==> src/rtl/conv_pkg.sv <==
// Shared types and helpers for the conv sequencer.
package conv_pkg;

    typedef enum logic [1:0] {
        S_IDLE  = 2'd0,
        S_ROW   = 2'd1,
        S_DRAIN = 2'd2,
        S_DONE  = 2'd3
    } state_t;

    localparam int CNT_W_DEF       = 8;
    localparam int KERNEL_SIZE_DEF = 3;
    localparam int IFM_W_DEF       = 9;
    localparam int NUM_ROWS_DEF    = 7;
    localparam int OFM_SIZE_DEF    = 7;

    // One gap cycle plus one cycle per streamed IFM column.
    function automatic int row_len(input int ifm_w);
        return ifm_w + 1;
    endfunction

    localparam int ROW_LEN = row_len(IFM_W_DEF);

    function automatic int min_i(input int a, input int b);
        return (a < b) ? a : b;
    endfunction

endpackage

==> src/rtl/fifo_win_gen.sv <==
// Write/read window decode for one psum FIFO (index K_IDX).
module fifo_win_gen import conv_pkg::*; #(
    parameter int K_IDX       = 0,
    parameter int KERNEL_SIZE = KERNEL_SIZE_DEF,
    parameter int NUM_ROWS    = NUM_ROWS_DEF,
    parameter int OFM_SIZE    = OFM_SIZE_DEF,
    parameter int CNT_W       = CNT_W_DEF
) (
    input  state_t           state,
    input  logic [CNT_W-1:0] r,
    input  logic [CNT_W-1:0] t,
    output logic             wr_en,
    output logic             rd_en
);

    // Write window opens at c=KERNEL_SIZE, i.e. t=KERNEL_SIZE+1.
    localparam int WR_T0      = KERNEL_SIZE + 1;
    localparam int DRAIN_FIFO = min_i(NUM_ROWS, KERNEL_SIZE) - 1;

    int ri, ti;
    assign ri = int'(r);
    assign ti = int'(t);

    // Window decode; DRAIN t=0 behaves as the gap after the last row (r=NUM_ROWS).
    always_comb begin
        wr_en = 1'b0;
        rd_en = 1'b0;
        if ((state == S_ROW || state == S_DRAIN) && ti == 0 && ri >= 1)
            wr_en = (K_IDX <= min_i(ri - 1, KERNEL_SIZE - 1));
        if (state == S_ROW) begin
            if (ti >= WR_T0)
                wr_en = (K_IDX <= min_i(ri, KERNEL_SIZE - 1));
            if (ti >= 1 && ti <= OFM_SIZE)
                rd_en = (K_IDX < min_i(ri, KERNEL_SIZE));
        end
        if (state == S_DRAIN && ti >= 2 && ti <= OFM_SIZE + 1)
            rd_en = (K_IDX == DRAIN_FIFO);
    end

endmodule

==> src/rtl/conv_seq_ctrl.sv <==
// Per-row control sequencer for the conv accelerator: FSM, counters, registered strobes.
module conv_seq_ctrl import conv_pkg::*; #(
    parameter int KERNEL_SIZE = KERNEL_SIZE_DEF,
    parameter int IFM_W       = IFM_W_DEF,
    parameter int NUM_ROWS    = NUM_ROWS_DEF,
    parameter int OFM_SIZE    = OFM_SIZE_DEF,
    parameter int CNT_W       = CNT_W_DEF
) (
    input  logic                   clk1,
    input  logic                   rst_n,
    input  logic                   start,
    input  logic                   hold,
    output logic                   busy,
    output logic                   done,
    output logic                   start_conv,
    output logic                   set_wgt,
    output logic                   set_ifm,
    output logic                   ifm_rd,
    output logic                   wgt_rd,
    output logic [KERNEL_SIZE-1:0] wr_en,
    output logic [KERNEL_SIZE-1:0] rd_en,
    output logic                   wr_clr,
    output logic                   rd_clr,
    output logic [CNT_W-1:0]       row_idx,
    output logic [CNT_W-1:0]       col_idx
);

    if (OFM_SIZE != IFM_W - KERNEL_SIZE + 1) begin : g_bad_ofm
        $error("conv_seq_ctrl: OFM_SIZE must equal IFM_W-KERNEL_SIZE+1");
    end

    localparam logic [CNT_W-1:0] T_ROW_LAST   = CNT_W'(row_len(IFM_W) - 1);
    localparam logic [CNT_W-1:0] R_LAST       = CNT_W'(NUM_ROWS - 1);
    localparam logic [CNT_W-1:0] R_DRAIN      = CNT_W'(NUM_ROWS);
    localparam logic [CNT_W-1:0] T_DRAIN_LAST = CNT_W'(OFM_SIZE + 1);
    localparam logic [CNT_W-1:0] T_RD_CLR     = CNT_W'(OFM_SIZE + 1);

    state_t           state, nstate;
    logic [CNT_W-1:0] r, t, nr, nt;

    logic                   n_busy, n_done, n_start_conv, n_set_wgt, n_set_ifm;
    logic                   n_ifm_rd, n_wgt_rd, n_wr_clr, n_rd_clr;
    logic [KERNEL_SIZE-1:0] n_wr_en, n_rd_en;

    // Next state and counters; hold freezes everything outside IDLE.
    always_comb begin
        nstate = state;
        nr     = r;
        nt     = t;
        if (!(hold && state != S_IDLE)) begin
            case (state)
                S_IDLE: if (start) begin
                    nstate = S_ROW;
                    nr     = '0;
                    nt     = '0;
                end
                S_ROW: if (t == T_ROW_LAST) begin
                    nt = '0;
                    if (r == R_LAST) begin
                        nstate = S_DRAIN;
                        nr     = R_DRAIN;
                    end else begin
                        nr = r + 1'b1;
                    end
                end else begin
                    nt = t + 1'b1;
                end
                S_DRAIN: if (t == T_DRAIN_LAST) begin
                    nstate = S_DONE;
                    nr     = '0;
                    nt     = '0;
                end else begin
                    nt = t + 1'b1;
                end
                default: nstate = S_IDLE;
            endcase
        end
    end

    // Strobe decode from next state so registered outputs line up with row_idx/col_idx.
    always_comb begin
        n_busy       = (nstate == S_ROW) || (nstate == S_DRAIN);
        n_done       = (nstate == S_DONE);
        n_set_wgt    = (nstate == S_ROW);
        n_wgt_rd     = (nstate == S_ROW) && (nt == '0);
        n_set_ifm    = (nstate == S_ROW) && (nt != '0);
        n_ifm_rd     = (nstate == S_ROW) && (nt != '0);
        n_start_conv = (nstate == S_ROW) && (nr == '0) && (nt == '0);
        n_wr_clr     = ((nstate == S_ROW) && (nr != '0) && (nt == CNT_W'(1)))
                    || ((nstate == S_DRAIN) && (nt == CNT_W'(1)));
        n_rd_clr     = (nstate == S_ROW) && (nr != '0) && (nt == T_RD_CLR);
    end

    for (genvar k = 0; k < KERNEL_SIZE; k++) begin : g_win
        fifo_win_gen #(
            .K_IDX      (k),
            .KERNEL_SIZE(KERNEL_SIZE),
            .NUM_ROWS   (NUM_ROWS),
            .OFM_SIZE   (OFM_SIZE),
            .CNT_W      (CNT_W)
        ) u_win (
            .state(nstate),
            .r    (nr),
            .t    (nt),
            .wr_en(n_wr_en[k]),
            .rd_en(n_rd_en[k])
        );
    end

    // State, counters and all output strobes.
    always_ff @(posedge clk1 or negedge rst_n) begin
        if (!rst_n) begin
            state      <= S_IDLE;
            r          <= '0;
            t          <= '0;
            busy       <= 1'b0;
            done       <= 1'b0;
            start_conv <= 1'b0;
            set_wgt    <= 1'b0;
            set_ifm    <= 1'b0;
            ifm_rd     <= 1'b0;
            wgt_rd     <= 1'b0;
            wr_en      <= '0;
            rd_en      <= '0;
            wr_clr     <= 1'b0;
            rd_clr     <= 1'b0;
        end else begin
            state      <= nstate;
            r          <= nr;
            t          <= nt;
            busy       <= n_busy;
            done       <= n_done;
            start_conv <= n_start_conv;
            set_wgt    <= n_set_wgt;
            set_ifm    <= n_set_ifm;
            ifm_rd     <= n_ifm_rd;
            wgt_rd     <= n_wgt_rd;
            wr_en      <= n_wr_en;
            rd_en      <= n_rd_en;
            wr_clr     <= n_wr_clr;
            rd_clr     <= n_rd_clr;
        end
    end

    assign row_idx = r;
    assign col_idx = t;

endmodule
==> config.mk <==
export PLATFORM = sky130hd
export DESIGN_NAME = conv_seq_ctrl
export DESIGN_NICKNAME = d
export VERILOG_FILES = /design/src/rtl/conv_pkg.sv /design/src/rtl/fifo_win_gen.sv /design/src/rtl/conv_seq_ctrl.sv
export SDC_FILE = /design/constraint.sdc
export NUM_CORES = 1
export LEC_CHECK = 0
export BUFFER_PORTS_ARGS = -buffer_cell sky130_fd_sc_hd__buf_2
export CELL_PAD_IN_SITES_DETAIL_PLACEMENT = 1
export CELL_PAD_IN_SITES_GLOBAL_PLACEMENT = 1
export CORE_AREA = 2 2 77 79
export DETAILED_ROUTE_END_ITERATION = 10
export DIE_AREA = 0 0 79 81
export PLACE_DENSITY = 0.81
export SLEW_MARGIN = 20
export SYNTH_ARGS = -nofsm -noshare
export SYNTH_HDL_FRONTEND = slang
export SYNTH_HIERARCHICAL = 1
export SYNTH_SLANG_ARGS = --single-unit
==> constraint.sdc <==
create_clock -name clk1 -period 5.6 [get_ports clk1]
set_input_delay 0.28 -clock clk1 [delete_from_list [all_inputs] [get_ports clk1]]
set_output_delay 0.28 -clock clk1 [all_outputs]
set_load 0.02 [all_outputs]
==> results_dict.tcl, run 1 <==
set metrics [dict create \
    status "finished, final reports clean" \
    gr-total-overflow 0 \
    drc 0 \
    antenna_cells 0 \
    grt_busiest_layer "met2" \
    synth.area.mux_share_pct 0 \
    power.density_mw_per_mm2 324 \
    design_area_mm2 0.00292 \
    syn_area_mm2 0.00258 \
    setup_violations 0 \
    tns_ns 0 \
    io_pins 35 \
    fillers 717 \
    whs_ns 0.0370 \
    grt_use_total_pct 24.7 \
    finalHoldViolations 0 \
    cts_resized 0 \
    synth_most_common_cell "dfrtp_1" \
    cts_tree "done" \
    num_rows 28 \
    rsz0062_at_grt "no" \
    via_per_inst 6.07 \
    drt-initial-drc-count 129 \
    ys_seq_area_share_pct 31.0 \
    swShare_pct 42.1 \
    yosysUniqueCellTypes 67 \
    grt_use_met3_pct 2.22 \
    clk_path_buf_depth 2 \
    critical_path.startpoint "row_idx[4]$_DFF_PN0_" \
    p_seq_share_pct 32.5 \
    synthXorXnorAreaFrac_pct 0.678 \
    postRouteAntennaNets 0 \
    die_w_um 79 \
    fin_util_pct 51.5 \
    hpwl_um 5670 \
    synth_fp_nets 318 \
    fmax_mhz 229 \
    io_buffers 34 \
    synth_edf_count 0 \
    drtPass1Iterations 4 \
    relSlewSlack_pct 41.0 \
    fin_skew_ns 0.00988 \
    slowest_delay_ns 0.68 \
    slew_violations 0 \
    synth-simple-area-share_pct 27.7 \
    p_leak_nw 1.36 \
    grt_util_met1_pct 32.6 \
    finalWirelength_um 7480 \
    synth_common_cells "32 x dfrtp_1, 25 x ha_1, 25 x inv_1, 25 x nand2_1, 20 x nor2_1" \
    ctsRootBufferMaster "clkbuf_8" \
    cp-start-kind "register" \
    post_drt_wl_per_cell_um 18.6 \
    synth_seq_cells 32 \
    path_class "reg -> reg" \
    cp_data_arrival_time_ns 4.55 \
    layout.nets 354 \
    htree_num_levels 2 \
    cts_hold_buf 0 \
    crit_family "simple AND/OR/NAND/NOR gates" \
    design.die.area_mm2 0.00640 \
    vias 2433 \
    yosys_warnings 6 \
    cp_max_fo 15 \
    path_clk_slew_ns 0.08 \
    cap_violations 0 \
    cp.buffers_inverters 1 \
    synthAdderAreaFrac_pct 12.5 \
    synth.avg_cell_area_um2 8.94 \
    synth_compound_area_share_pct 22.9 \
    clkPwrFrac_pct 23.7 \
    area_growth_pct 13.1 \
    syn_inst 289 \
    dieHeight_um 81 \
    fin_crit_ns 4.36 \
    p_total_mw 0.947 \
    cp_slowest_cell "nor4_1" \
    p_int_mw 0.548 \
    p_comb_share_pct 43.8 \
    power_switching_mw 0.399 \
    use_met2_pct 43.6 \
    cp_cell_sequence "nor4_1 -> nand2_1 -> a21oi_1 -> nand2b_1 -> inv_1 -> ha_1 -> nor2_1 -> nand3_1 -> o22ai_1 -> nand2_1 -> ha_1 -> or4_1 -> nor4_2 -> o21ai_0 -> a32oi_1" \
    synth_area_leaders "dfrtp_1 31%, ha_1 12%, inv_1 3.6%" \
    worst-r2r-setup-slack_ns 1.24 \
    cp.required_ns 5.79 \
    dpl_cell_area_mm2 0.00281 \
    vdd_ir_drop_max_uv 125 \
    coreArea_mm2 0.00568 \
    grt_pass1_vias 2431 \
    insertion_delay_ns 0.29 \
    worst_pin_slew_ns 0.882 \
    hold_class "in -> async" \
    grt_pass1_wl_um 12400 \
    postCtsSetupBuffers 0 \
    period_share_pct 77.9 \
    cts_made_buffers 5 \
    drive_gt1_share_pct 18.1 \
    synthFlopType "dfrtp_1" \
    synth_top_family_by_area "simple AND/OR/NAND/NOR gates" \
    yosysTopAreaCellShare_pct 31.0 \
    ys_async_sr_fraction_pct 100 \
    cts.sink_count 32 \
    grt_max_degree 33 \
    synth_top_cell_by_area "dfrtp_1" \
    start_util_pct 45.5 \
    reg2reg_from "row_idx[4]$_DFF_PN0_" \
    gp_congestion 0.815 \
    cp-end-kind "register" \
    antenna_found_initial 0 \
]
==> cells by family after synthesis <==
logic type | after synthesis
adders and majority gates | 26
buffers and inverters | 31
and+or+nand+nor | 122
xor gates and xnor gates | 2
DFF | 32
AOI/OAI and AO/OA | 76
==> state kept, by name (all words and copies together) (netlist names) <==
signal      cells
busy            1
col_idx         8
done            1
ifm_rd          1
rd_clr          1
rd_en           3
row_idx         8
set_wgt         1
start_conv      1
state           2
wgt_rd          1
wr_clr          1
wr_en           3
==> stage by stage <==
stage / std cells / setup WS, ns
4_1_cts: 401 / 1.24
5_1_grt: 401 / 0.717
6_report: 401 / 1.24
2_1_floorplan: 289 / 1.75
3_5_place_dp: 393 / 1.29
3_3_place_gp: 393 / 1.54
==> path summary, 6_finish.rpt <==
check / end / cells past startpoint
setup / recovery: wr_en[2]$_DFF_PN0_ / 15
hold / removal: rd_clr$_DFF_PN0_ / 1
setup reg to reg: wr_en[2]$_DFF_PN0_ / 15
hold reg to reg: row_idx[7]$_DFF_PN0_ / 2
max in group asynchronous: row_idx[4]$_DFF_PN0_ / 1
min in group clk1: col_idx[6]$_DFF_PN0_ / 2
==> routing by layer <==
metal,vias up,share of wire [%],wire [um]
li1,1153,-,-
met1,1218,44,3260
met5,-,0,0
met3,9,3.5,265
met4,0,1.3,98
met2,53,52,3860
==> power groups by stage <==
stage / registers, mW / clock network, mW / logic (mW)
finish: 0.308 / 0.224 / 0.415
floorplan: 0.333 / 0 / 0.273
global placement: 0.309 / 0 / 0.401
CTS: 0.308 / 0.229 / 0.416
detailed placement: 0.312 / 0 / 0.413
global route: 0.315 / 0.238 / 0.460
==> cells in the final DEF, fill, tap and decap left out, types with 5 or more instances in the layout <==
cell type	instances
nand2b_1	5
nor3_1	6
a21oi_1	8
and2_1	5
nor4_1	5
o21a_1	5
nand4_1	5
or3_1	6
nand3_1	11
dfrtp_1	32
nor2_1	20
inv_1	25
nand2_1	25
o31ai_1	7
clkbuf_8	5
buf_2	34
ha_1	25
o21ai_0	14
==> cell type report <==
type                    instances  area (um2)  area share [%]
multi-input cells             226        1650            56.4
flip-flops and latches         32         801            27.4
repair buffers                 35         178            6.08
inverters                      25        93.8            3.21
well taps                      75        93.8            3.21
clock buffers                   6        72.6            2.48
clock inverters                 2        35.0            1.20
(Power assumes the default switching activity.)
==> run 2: changes to the inputs <==
--- a/config.mk
+++ b/config.mk
@@ -8,10 +8,10 @@
 export BUFFER_PORTS_ARGS = -buffer_cell sky130_fd_sc_hd__buf_2
 export CELL_PAD_IN_SITES_DETAIL_PLACEMENT = 1
 export CELL_PAD_IN_SITES_GLOBAL_PLACEMENT = 1
-export CORE_AREA = 2 2 77 79
+export CORE_AREA = 2 2 80 82
 export DETAILED_ROUTE_END_ITERATION = 10
-export DIE_AREA = 0 0 79 81
-export PLACE_DENSITY = 0.81
+export DIE_AREA = 0 0 82 84
+export PLACE_DENSITY = 0.76
 export SLEW_MARGIN = 20
 export SYNTH_ARGS = -nofsm -noshare
 export SYNTH_HDL_FRONTEND = slang
==> constraint.sdc (replaced) <==
create_clock -name clk1 -period 4.1 [get_ports clk1]
set_input_delay 0.205 -clock clk1 [delete_from_list [all_inputs] [get_ports clk1]]
set_output_delay 0.205 -clock clk1 [all_outputs]
set_load 0.02 [all_outputs]
==> results_dict.tcl, run 2 (synthesis results as in run 1) <==
set metrics [dict create \
    gr-total-overflow 0 \
    io_buffers 34 \
    finalHoldViolations 0 \
    cp_data_arrival_time_ns 4.10 \
    fin_util_pct 50.4 \
    grt_use_total_pct 24.6 \
    insertion_delay_ns 0.29 \
    finalWirelength_um 7880 \
    rr_worst_depth 15 \
    design.die.area_mm2 0.00689 \
    grt_pass1_wl_um 13100 \
    fmax_mhz 256 \
    period_share_pct 95.2 \
    hold_class "in -> reg" \
    cts_made_buffers 5 \
    rsz0062_at_grt "no" \
    design_area_mm2 0.00307 \
    final_cell_mix "34 x buf_2, 30 x dfrtp_1, 25 x inv_1, 25 x nand2_1, 24 x ha_1" \
    p_leak_nw 1.42 \
    antenna_found_initial 0 \
    hpwl_um 5900 \
    die_w_um 82 \
    cp-start-kind "register" \
    instances_no_fill 416 \
    worst_hold_path.num_cells 2 \
    path_class "reg -> reg" \
    drc 0 \
    io_pins 35 \
    drt-initial-drc-count 135 \
    cp-end-kind "register" \
    status "finished, final reports clean" \
    drtPass1Iterations 4 \
    power.density_mw_per_mm2 420 \
    layout.nets 367 \
    cts_tree "done" \
    relSlewSlack_pct 36.2 \
    fin_crit_ns 3.90 \
    antenna_cells 0 \
    dp_cells 404 \
    drive_gt1_share_pct 24.2 \
    dieHeight_um 84 \
    cap_violations 0 \
    cp_max_fo 11 \
    post_drt_wl_per_cell_um 18.9 \
    vias 2496 \
    final_common_cell "buf_2" \
    worst_pin_slew_ns 0.954 \
    num_rows 29 \
    setup_violations 0 \
    htree_num_levels 2 \
    tns_ns 0 \
    vdd_ir_drop_max_uv 227 \
    postRouteAntennaNets 0 \
    gp_congestion 0.893 \
    fin_skew_ns 0.00712 \
    clk_path_buf_depth 2 \
    whs_ns 0.485 \
    grt_pass1_vias 2613 \
    grt_max_degree 33 \
    dpl_cell_area_mm2 0.00288 \
    via_per_inst 6.00 \
    coreArea_mm2 0.00610 \
    start_util_pct 42.4 \
    slew_violations 0 \
    cp.required_ns 4.29 \
    cts.sink_count 32 \
    path_clk_slew_ns 0.07 \
    ctsRootBufferMaster "clkbuf_8" \
    area_growth_pct 18.9 \
]
## run 2: cell types whose count changed in the layout (fill, tap and decap cells not counted), moves of 2 or more
| cell | previous run | this run |
|---|---|---|
| buf_4 | 1 | 13 |
| nor4_4 | 0 | 2 |
| dfrtp_2 | 0 | 2 |
| o21ai_2 | 0 | 2 |
| dfrtp_1 | 32 | 30 |
| nor4_2 | 3 | 1 |
## run 2: area by class of cell
cell class	count	area (um2)
clock inverter	1	7.51
multi-input combinational	226	1710
inverter	25	93.8
clock buffer	7	86.3
sequential	32	803
tap	77	96.3
fill	741	3020
timing repair buffer	48	278
## run 2: worst max-delay path: stages, from the launching register on
cell and delay [ns]:
dfrtp_1 0.45, or4_4 0.58, o21ai_4 0.22, nand2_4 0.14, o21ai_2 0.16, nand2b_1 0.13
buf_4 0.18, nor2_1 0.27, nand3_1 0.14, o22ai_1 0.27, nand2_1 0.10, ha_1 0.18
or4_1 0.44, nor4_4 0.18, o21ai_0 0.15, a32oi_1 0.20
## run 2: power by group
group	switching [mW]	internal, mW	leakage (nW)	total (mW)
logic	0.384	0.235	0.959	0.619
clock network	0.116	0.136	0.0445	0.252
registers	0.0610	0.358	0.417	0.419
## run 2: path summary, 6_finish.rpt
check | to | slack [ns] | from
max | wr_en[2]$_DFF_PN0_ | 0.20 | col_idx[2]$_DFF_PN0_
min | col_idx[6]$_DFF_PN0_ | 0.49 | hold
max in group asynchronous | row_idx[0]$_DFF_PN0_ | 3.09 | rst_n
min reg2reg | row_idx[7]$_DFF_PN0_ | 0.71 | row_idx[7]$_DFF_PN0_
min in group asynchronous | col_idx[4]$_DFF_PN0_ | 0.51 | rst_n
max reg2reg | wr_en[2]$_DFF_PN0_ | 0.20 | col_idx[2]$_DFF_PN0_
## run 2: per-stage QoR
step	power [mW]	setup WS, ns
after global placement	0.982	0.301
after floorplan	0.828	0.251
after detailed placement	1.00	0.0499
after CTS	1.26	0.0111
final	1.29	0.199
after global routing	1.38	0.00284
## run 2: timing repair
action | 4_1_cts | 5_1_grt
endpoints found under the hold margin | 19 | 0
setup buffers | 0 | 3
resized for setup | 0 | 15
hold buffers | 1 | 0
endpoints found under the setup margin | 0 | 2
## run 2: per-layer routing
metal	part of all wire (%)	GRT usage, %	up-vias	routed length [um]
met5	0	0	-	0
met4	1.9	8.18	0	146
met3	2.7	3.25	13	215
met2	52	41.3	42	4120
met1	43	32.0	1261	3400
li1	-	-	1180	-
